**src/rtl/key_sw_defs_pkg.sv**
```systemverilog
// Shared definitions for the KEY/SW input port: register map and default debounce length.
package key_sw_defs;

    typedef enum logic [1:0] {
        KSW_ADDR_SW   = 2'd0,
        KSW_ADDR_KEY  = 2'd1,
        KSW_ADDR_PEND = 2'd2,
        KSW_ADDR_CNT  = 2'd3
    } kswAddr_e;

    // 1 ms at 50 MHz
    localparam int KSW_DB_CYCLES = 50000;

endpackage

```
**src/rtl/key_sw_port_debounce.sv**
```systemverilog
// One input bit: two-flop synchronizer followed by a stable-count debouncer.
module debounce_bit
    import key_sw_defs::*;
#(
    parameter int CNT_W     = 16,
    parameter int DB_CYCLES = KSW_DB_CYCLES
) (
    input  logic clk,
    input  logic reset,
    input  logic din,
    output logic q
);

    logic             sync1_q;
    logic             sync2_q;
    logic             stable_q;
    logic             stable_d;
    logic [CNT_W-1:0] cnt_q;
    logic [CNT_W-1:0] cnt_d;

    // Any sample that agrees with the stable level restarts the run, so short glitches never win.
    always_comb begin
        stable_d = stable_q;
        cnt_d    = '0;
        if (sync2_q != stable_q) begin
            if (cnt_q == CNT_W'(DB_CYCLES - 1)) begin
                stable_d = sync2_q;
            end else begin
                cnt_d = cnt_q + CNT_W'(1);
            end
        end
    end

    always_ff @(posedge clk or negedge reset) begin
        if (!reset) begin
            sync1_q  <= 1'b0;
            sync2_q  <= 1'b0;
            stable_q <= 1'b0;
            cnt_q    <= '0;
        end else begin
            sync1_q  <= din;
            sync2_q  <= sync1_q;
            stable_q <= stable_d;
            cnt_q    <= cnt_d;
        end
    end

    assign q = stable_q;

endmodule

```
**src/rtl/key_sw_port.sv**
```systemverilog
// Memory-mapped KEY/SW input port: debounced levels, sticky press flags,
// a wrapping press counter and a level interrupt while any press is pending.
module key_sw_port
    import key_sw_defs::*;
#(
    parameter int NKEYS     = 4,
    parameter int NSW       = 10,
    parameter int CNT_W     = 16,
    parameter int DB_CYCLES = KSW_DB_CYCLES
) (
    input  logic             clk,
    input  logic             reset,
    input  logic [NKEYS-1:0] key_n,
    input  logic [NSW-1:0]   sw,
    input  logic             mread,
    input  logic [1:0]       maddr,
    output logic [15:0]      rdata,
    output logic             rvalid,
    output logic             irq
);

    logic [NKEYS-1:0] keyStable;
    logic [NSW-1:0]   swStable;
    logic [NKEYS-1:0] keyPrev_q;
    logic [NKEYS-1:0] pressEvent;
    logic [NKEYS-1:0] pending_q;
    logic [NKEYS-1:0] pending_d;
    logic [15:0]      pressCount_q;
    logic [15:0]      pressCount_d;
    logic [15:0]      rdata_q;
    logic [15:0]      rdata_d;
    logic             rvalid_q;
    logic             clearPend;

    for (genvar i = 0; i < NKEYS; i++) begin : gKey
        debounce_bit #(.CNT_W(CNT_W), .DB_CYCLES(DB_CYCLES)) uDb (
            .clk   (clk),
            .reset (reset),
            .din   (~key_n[i]),
            .q     (keyStable[i])
        );
    end

    for (genvar i = 0; i < NSW; i++) begin : gSw
        debounce_bit #(.CNT_W(CNT_W), .DB_CYCLES(DB_CYCLES)) uDb (
            .clk   (clk),
            .reset (reset),
            .din   (sw[i]),
            .q     (swStable[i])
        );
    end

    // A press arriving on the same edge as a pending read-clear survives: set beats clear.
    always_comb begin
        pressEvent   = keyStable & ~keyPrev_q;
        clearPend    = mread && (maddr == KSW_ADDR_PEND);
        pending_d    = (clearPend ? '0 : pending_q) | pressEvent;
        pressCount_d = pressCount_q;
        for (int i = 0; i < NKEYS; i++) begin
            pressCount_d = pressCount_d + 16'(pressEvent[i]);
        end
        rdata_d = rdata_q;
        if (mread) begin
            case (maddr)
                KSW_ADDR_SW:   rdata_d = 16'(swStable);
                KSW_ADDR_KEY:  rdata_d = 16'(keyStable);
                KSW_ADDR_PEND: rdata_d = 16'(pending_q);
                KSW_ADDR_CNT:  rdata_d = pressCount_q;
            endcase
        end
    end

    always_ff @(posedge clk or negedge reset) begin
        if (!reset) begin
            keyPrev_q    <= '0;
            pending_q    <= '0;
            pressCount_q <= '0;
            rdata_q      <= '0;
            rvalid_q     <= 1'b0;
        end else begin
            keyPrev_q    <= keyStable;
            pending_q    <= pending_d;
            pressCount_q <= pressCount_d;
            rdata_q      <= rdata_d;
            rvalid_q     <= mread;
        end
    end

    assign rdata  = rdata_q;
    assign rvalid = rvalid_q;
    assign irq    = |pending_q;

endmodule

```
**config.mk**
```make
export PLATFORM = sky130hd
export DESIGN_NAME = key_sw_port
export DESIGN_NICKNAME = d
export VERILOG_FILES = /design/src/rtl/key_sw_defs_pkg.sv /design/src/rtl/key_sw_port_debounce.sv /design/src/rtl/key_sw_port.sv
export SDC_FILE = /design/constraint.sdc
export NUM_CORES = 1
export LEC_CHECK = 0
export CELL_PAD_IN_SITES_DETAIL_PLACEMENT = 0
export CELL_PAD_IN_SITES_GLOBAL_PLACEMENT = 2
export CORE_MARGIN = 2
export CORE_UTILIZATION = 43
export DETAILED_ROUTE_END_ITERATION = 12
export PLACE_DENSITY = 0.9
export SYNTH_ARGS = -nofsm -noshare
export SYNTH_HDL_FRONTEND = slang
export SYNTH_SLANG_ARGS = --single-unit
```
**constraint.sdc**
```tcl
create_clock -name clk -period 5.15 [get_ports clk]
set_clock_uncertainty 0.1 [all_clocks]
set_input_delay 0.515 -clock clk [delete_from_list [all_inputs] [get_ports clk]]
set_output_delay 0.515 -clock clk [all_outputs]
set_load 0.05 [all_outputs]
```
==> metrics.md, run 1 <==
| Metric | Value |
|---|---|
| Status | `complete, no violations` |
| Max Cap Viol | `0` |
| Worst Setup Path Type | `flop to primary output` |
| Synth Instances | `1340` |
| Top cell type's share of synthesized area | `0.546` |
| FF-to-FF Start | `gKey[0].uDb.q` |
| Most frequent cell after synthesis | `dfrtp_1` |
| H-tree depth | `2` |
| Comb power frac | `0.036` |
| Reg clk slew, reported paths | `0.06 ns` |
| Core ar. | `32400 sq um` |
| DRC | `0` |
| Gpl congestion | `0.774` |
| Chip height | `185 um` |
| Synth unique cells | `38` |
| Critical Path RT | `4.53 ns` |
| First-pass GRT wire length | `46800 um` |
| Slew Viols, Final | `0` |
| Largest cells by area after synthesis | `dfrtp_1, xnor2_1, nor2_1` |
| Share of power burned in registers | `0.482` |
| Syn. warnings | `0` |
| Cell depth of the worst flop-to-flop path | `8` |
| Vias per inst | `5.07` |
| Clock latency on the worst-skew pair | `0.52 ns` |
| ANT nets after route | `0` |
| Routed wire per std cell | `14.4 um` |
| ANT cells | `0` |
| Period utilisation layout | `0.539` |
| Drt first pass iters | `5` |
| Synthesized net count | `1377` |
| Post-Route WL | `26700 um` |
| Max rail drop VDD | `0.217 mV` |
| TNS Setup | `0 ns` |
| CTS buffer count | `35` |
| Critical Path AT | `2.16 ns` |
| Initial Util | `0.435` |
| Commonest cells in the netlist | `dfrtp_1, nor2_1, xnor2_1` |
| RR Endpoint | `pressCount_q[10]` |
| Vias | `9427` |
| Fin crit period | `2.77 ns` |
| Post-synthesis sequential area ratio | `0.546` |
| Clock Path Buffers | `3` |
| DRT iter0 DRCs | `498` |
| Setup crit start | `pending_q[1]` |
| Sw power | `1.14 mW` |
| Fillers | `2980` |
| Reg2reg setup slack | `2.58 ns` |
| Total power | `5.16 mW` |
| Number of flops mapped to enable cells by yosys | `0` |
| CTS Sinks | `307` |
| Startpoint types | `flop` |
| Share of cells above drive strength 1 | `0.0669` |
| CP Max Fanout | `3` |
| Switching part of the total power | `0.221` |
| Unrepaired setup endpoints after global routing | `false` |
| Clk pwr share | `0.482` |
| Root Driver | `clkbuf_16` |
| Critical Path End | `irq` |
| Final setup violation count | `0` |
| Overflow after GRT | `0` |
| Width of the die | `185 um` |
| Final Hold Fails | `0` |
| Synth Cell Area | `14100 sq um` |
| Pin count of the biggest net entering global routing | `116` |
| Total GRT Usage | `0.165` |
| CTS tree | `built` |
| Slew HR | `0.390` |
| Antenna violations before repair | `0` |
| I/O Buffers | `36` |
| Peak Freq | `360 MHz` |
| Post-synth ARST share | `1.00` |
| Int Pwr | `4.02 mW` |
| PwrDens | `320 nW/um^2` |
| Vias in the first global route | `9417` |
| Leak Pwr | `6.68 nW` |
| Dpl hpwl | `17200 um` |
| # rows | `66` |
| Largest area contributor in the netlist | `dfrtp_1` |
| CP endpoint kind | `primary output` |
| Post-synthesis average cell area | `10.5 sq um` |
| Area growth, synth to finish | `14.6%` |
| Die ar. | `34200 sq um` |
| Final #Nets | `1431` |
| Ys flop type | `dfrtp_1` |
| Seq cells post-synth | `307` |
| I/O pin total | `37` |
| Worst Tran Pin Value | `0.911 ns` |
| Hold Crit Class | `flop to flop` |
-- through the flow --
step                      hold slack [ns]  worst slack [ns]  cells  utilization  area, sq um
after global placement              0.234              2.59   1798        0.462        14900
after detailed placement            0.235              2.56   1798        0.462        14900
after CTS                           0.248              2.33   1861        0.498        16100
final                               0.247              2.38   1861        0.498        16100
after global routing                0.256              2.31   1861        0.498        16100
after floorplan                     0.119              2.73   1340            -        14100
-- area by class of cell --
type | count | area [sq um] | area share
Sequential cell | 307 | 7680 | 0.477
Multi-Input combinational cell | 959 | 6100 | 0.378
Clock buffer | 51 | 1040 | 0.0644
Tap cell | 442 | 553 | 0.0343
Timing Repair Buffer | 42 | 438 | 0.0272
Inverter | 49 | 184 | 0.0114
Clock inverter | 11 | 124 | 0.00769
-- sequential cells by signal, indices dropped and copies added (netlist names), 10 cells and up --
| signal | count |
|---|---|
| gSw.uDb.q | 10 |
| gKey.uDb.cnt_q | 64 |
| rdata | 16 |
| gSw.uDb.sync1_q | 10 |
| gSw.uDb.sync2_q | 10 |
| gSw.uDb.cnt_q | 160 |
| pressCount_q | 16 |
-- worst max-delay path: stages, from the launching register on --
cell,delay [ns]
dfrtp_1,0.39
or4_1,0.51
clkdlybuf4s50_1,0.74
-- repair_timing --
action | 4_1_cts | 5_1_grt
endpoints found under the setup margin | 0 | 0
buffers inserted | 0 | 0
hold buffers | 1 | 0
hold endpoints to repair | 80 | 0
resized for setup | 0 | 0
-- kinds of logic (layout without fill, tap and decap cells) --
kind of cell | Yosys count | in the layout | share of synthesized area
compound gates | 42 | 42 | 0.0280
simple gates | 660 | 660 | 0.232
flops | 307 | 307 | 0.546
fa+ha+maj | 18 | 18 | 0.0176
buf+inv | 74 | 153 | 0.0205
xor+xnor | 216 | 216 | 0.134
mux | 23 | 23 | 0.0215
-- worst min-delay path by stage --
stage	start	endpoint	depth (start not counted)	slack, ns
floorplan	reset	gKey[0].uDb.cnt_q[0]	0	0.12
global placement	gSw[6].uDb.sync1_q	gSw[6].uDb.sync2_q	0	0.23
detailed placement	gKey[0].uDb.sync1_q	gKey[0].uDb.sync2_q	0	0.23
CTS	gKey[0].uDb.sync1_q	gKey[0].uDb.sync2_q	0	0.25
global route	gSw[7].uDb.sync1_q	gSw[7].uDb.sync2_q	0	0.26
finish	gSw[6].uDb.sync1_q	gSw[6].uDb.sync2_q	0	0.25
-- power groups by stage --
stage,Sequential [mW],Combinational [mW],Clock (mW)
2_1_floorplan,2.54,0.0823,0
3_3_place_gp,2.53,0.190,0
3_5_place_dp,2.53,0.192,0
4_1_cts,2.49,0.194,2.56
5_1_grt,2.49,0.215,2.66
6_report,2.49,0.185,2.49
-- placed cells by master (no fill, tap or decap), types with 2 or more instances in the layout --
master | Yosys | layout
xnor2_1 | 155 | 155
or4_1 | 4 | 4
nand2b_1 | 4 | 4
or3_1 | 4 | 4
clkbuf_8 | 0 | 8
xor2_1 | 61 | 61
clkbuf_1 | 16 | 7
buf_12 | 0 | 2
nand2_1 | 74 | 74
bufinv_16 | 0 | 2
mux2_2 | 18 | 18
buf_4 | 0 | 3
nand3b_1 | 6 | 6
a22oi_1 | 6 | 6
mux4_2 | 4 | 4
dfrtp_1 | 307 | 307
and2_1 | 5 | 5
nor3_1 | 38 | 38
o31ai_1 | 3 | 3
clkinv_2 | 0 | 6
o41ai_2 | 2 | 2
nor2_1 | 262 | 262
inv_1 | 49 | 49
ha_1 | 15 | 15
o21ai_0 | 10 | 10
nor4b_1 | 7 | 7
nand3_1 | 84 | 84
clkbuf_16 | 0 | 36
fa_1 | 3 | 3
a21oi_1 | 14 | 14
and4_1 | 11 | 11
o41ai_4 | 6 | 6
nor4bb_1 | 13 | 13
nor4_1 | 63 | 63
nand4_1 | 62 | 62
clkdlybuf4s50_1 | 0 | 35
and3_1 | 18 | 18
-- routing by layer --
metal	wire length (um)	global-route usage	vias to the layer above
met4	511	0.0441	0
li1	-	-	4733
met3	920	0.0315	38
met1	13100	0.233	4573
met2	12200	0.261	83
met5	0	0	-
(Power assumes the default switching activity.)
==> inputs of run 2 (changes only) <==
--- a/config.mk
+++ b/config.mk
@@ -8,9 +8,9 @@
 export CELL_PAD_IN_SITES_DETAIL_PLACEMENT = 0
 export CELL_PAD_IN_SITES_GLOBAL_PLACEMENT = 2
 export CORE_MARGIN = 2
-export CORE_UTILIZATION = 43
+export CORE_UTILIZATION = 41
 export DETAILED_ROUTE_END_ITERATION = 12
-export PLACE_DENSITY = 0.9
+export PLACE_DENSITY = 0.87
 export SYNTH_ARGS = -nofsm -noshare
 export SYNTH_HDL_FRONTEND = slang
 export SYNTH_SLANG_ARGS = --single-unit
==> constraint.sdc (replaced) <==
create_clock -name clk -period 2.6 [get_ports clk]
set_clock_uncertainty 0.1 [all_clocks]
set_input_delay 0.26 -clock clk [delete_from_list [all_inputs] [get_ports clk]]
set_output_delay 0.26 -clock clk [all_outputs]
set_load 0.05 [all_outputs]
==> metrics.md, run 2 (same netlist as run 1, synthesis figures left out) <==
| Metric | Value |
|---|---|
| Post-Route WL | `26800 um (was 26700 um)` |
| Setup slack at placement | `0.0975 ns (was 2.56 ns)` |
| ANT cells | `0 (unchanged)` |
| First-pass GRT wire length | `47300 um (was 46800 um)` |
| Hold Crit Class | `input port to flop (was flop to flop)` |
| Share of cells above drive strength 1 | `0.0794 (was 0.0669)` |
| Root Driver | `clkbuf_16 (unchanged)` |
| Reg clk slew, reported paths | `0.06 ns (about the same)` |
| Total power | `10.2 mW (was 5.16 mW)` |
| Placed Cells incl. Taps | `1822 (was 1798)` |
| Core ar. | `33700 sq um (was 32400 sq um)` |
| Reg2reg setup slack | `0.20 ns (was 2.58 ns)` |
| Worst hold slack | `0.0904 ns (was 0.247 ns)` |
| Critical Path RT | `2.90 ns (was 4.53 ns)` |
| Max FFs per register | `160 (unchanged)` |
| DP Area | `15100 sq um (was 14900 sq um)` |
| Clock latency on the worst-skew pair | `0.51 ns (was 0.52 ns)` |
| Hold EP | `gSw[2].uDb.sync1_q (was gSw[6].uDb.sync2_q)` |
| ANT nets after route | `0 (unchanged)` |
| RR Endpoint | `pressCount_q[10] (unchanged)` |
| Setup ws final | `0.201 ns (was 2.38 ns)` |
| Largest reg by FF count | `gSw.uDb.cnt_q (unchanged)` |
| Unrepaired setup endpoints after global routing | `false (unchanged)` |
| CP dominant cell by count | `fa_1` |
| CP Max Fanout | `4 (was 3)` |
| Antenna violations before repair | `0 (unchanged)` |
| Vias per inst | `5.08 (was 5.07)` |
| Overflow after GRT | `0 (unchanged)` |
| Postcts setup bufs | `0 (unchanged)` |
| Worst Tran Pin Value | `0.618 ns (was 0.911 ns)` |
| Final core occ | `0.483 (was 0.498)` |
| Initial Util | `0.417 (was 0.435)` |
| Final setup violation count | `0 (unchanged)` |
| Worst Hold Path Cells | `1 (was 0)` |
| Area growth, synth to finish | `15.7% (was 14.6%)` |
| Vias | `9563 (was 9427)` |
| Pin count of the biggest net entering global routing | `73 (was 116)` |
| CTS Sinks | `307 (unchanged)` |
| Most frequent cells in the layout | `dfrtp_1, nor2_1, xnor2_1 (unchanged)` |
| Width of the die | `189 um (was 185 um)` |
| Startpoint types | `flop (unchanged)` |
| PwrDens | `627 nW/um^2 (was 320 nW/um^2)` |
| Final #Nets | `1450 (was 1431)` |
| FF-to-FF Start | `keyPrev_q[0] (was gKey[0].uDb.q)` |
| CTS buffer count | `36 (was 35)` |
| Final Hold Fails | `0 (unchanged)` |
| Leak Pwr | `6.78 nW (was 6.68 nW)` |
| Drt first pass iters | `4 (was 5)` |
| I/O Buffers | `36 (unchanged)` |
| Routed wire per std cell | `14.3 um (was 14.4 um)` |
| Gpl congestion | `0.766 (was 0.774)` |
| Hold Crit Start | `sw[2] (was gSw[6].uDb.sync1_q)` |
| Clock Path Buffers | `3 (unchanged)` |
| Max incr delay on CP | `0.51 ns (was 0.74 ns)` |
| Top flop regs | `gSw.uDb.cnt_q: 160 flops, gKey.uDb.cnt_q: 64 flops (unchanged)` |
| Fin crit period | `2.40 ns` |
| Vias in the first global route | `9602 (was 9417)` |
| Most common cell after layout, fill and taps aside | `dfrtp_1 (unchanged)` |
| Dpl hpwl | `18000 um (was 17200 um)` |
| Worst Setup Path Type | `flop to flop (was flop to primary output)` |
| Finished Layout Cells | `1883 (was 1861)` |
| Cell depth of the worst flop-to-flop path | `8 (unchanged)` |
| Cell Chain, Critical Path | `nand2b_1 > fa_1 > fa_2 > inv_1 > fa_1 > and4_4 > nand4_1 > xnor2_1 (was or4_1 > clkdlybuf4s50_1)` |
| Max Cap Viol | `0 (unchanged)` |
| DRT iter0 DRCs | `448 (was 498)` |
| Critical Path AT | `2.70 ns (was 2.16 ns)` |
| CP max-delay cell | `fa_1 (was clkdlybuf4s50_1)` |
| I/O pin total | `37 (unchanged)` |
| Status | `complete, no violations (unchanged)` |
| Chip height | `189 um (was 185 um)` |
| TNS Setup | `0 ns (unchanged)` |
| Die ar. | `35800 sq um (was 34200 sq um)` |
| Final Cell Area | `16300 sq um (was 16100 sq um)` |
| Period utilisation layout | `0.923` |
| DRC | `0 (unchanged)` |
| CTS tree | `built (unchanged)` |
| CP endpoint kind | `flop (was primary output)` |
| Total GRT Usage | `0.158 (was 0.165)` |
| Slew HR | `0.588 (was 0.390)` |
| Max rail drop VDD | `0.527 mV (was 0.217 mV)` |
| # rows | `67 (was 66)` |
| Peak Freq | `417 MHz` |
| H-tree depth | `2 (unchanged)` |
| Slew Viols, Final | `0 (unchanged)` |
-- run 2: power breakdown --
| part | leakage [nW] | switching [mW] | internal (mW) |
|---|---|---|---|
| registers | 4.18 | 0.0717 | 4.86 |
| clock network | 0.570 | 1.90 | 2.99 |
| logic | 2.03 | 0.250 | 0.134 |
| total | 6.78 | 2.22 | 7.98 |
-- run 2: layout make-up --
type / instances / area, sq um
clock buffers: 51 / 1050
clock inverters: 9 / 95.1
fillers: 3143 / 17400
inverters: 49 / 184
multi-input cells: 959 / 6100
flip-flops and latches: 307 / 7680
well taps: 448 / 561
repair buffers: 60 / 597
-- run 2: routing by layer --
metal / wire, um / GRT usage / vias up
li1: - / - / 4761
met1: 13100 / 0.224 / 4646
met2: 12200 / 0.251 / 111
met3: 1040 / 0.0274 / 45
met4: 507 / 0.0414 / 0
met5: 0 / 0 / -
-- run 2: worst max-delay path by stage --
stage	from	to	slack [ns]	cells past startpoint
global placement	keyPrev_q[0]	pressCount_q[10]	0.11	8
floorplan	keyPrev_q[0]	pressCount_q[10]	0.18	8
finish	keyPrev_q[0]	pressCount_q[10]	0.20	8
CTS	keyPrev_q[0]	pressCount_q[10]	0.09	8
detailed placement	keyPrev_q[0]	pressCount_q[10]	0.1	8
global route	keyPrev_q[0]	pressCount_q[10]	0.08	8
-- run 2: timing repair --
action	CTS	global route
gates resized for setup	1	4
hold buffers	1	0
setup endpoints to repair	1	4
hold endpoints to repair	67	0
-- run 2: worst max-delay path, delay by kind of cell, from the launching register on --
kind | cells | cell delay (ns)
XOR/XNOR | 1 | 0.14
flip-flops | 1 | 0.35
buffers and inverters | 1 | 0.07
AND/OR/NAND/NOR | 3 | 0.53
adder cells (fa/ha/maj) | 3 | 1.08
==> inputs of run 3 (changes only) <==
--- a/config.mk
+++ b/config.mk
@@ -11,6 +11,7 @@
 export CORE_UTILIZATION = 41
 export DETAILED_ROUTE_END_ITERATION = 12
 export PLACE_DENSITY = 0.87
+export SKIP_LAST_GASP = 1
 export SYNTH_ARGS = -nofsm -noshare
 export SYNTH_HDL_FRONTEND = slang
 export SYNTH_SLANG_ARGS = --single-unit
==> results of run 3 <==
No change in the layout: final DEF, timing and power equal those of run 2.
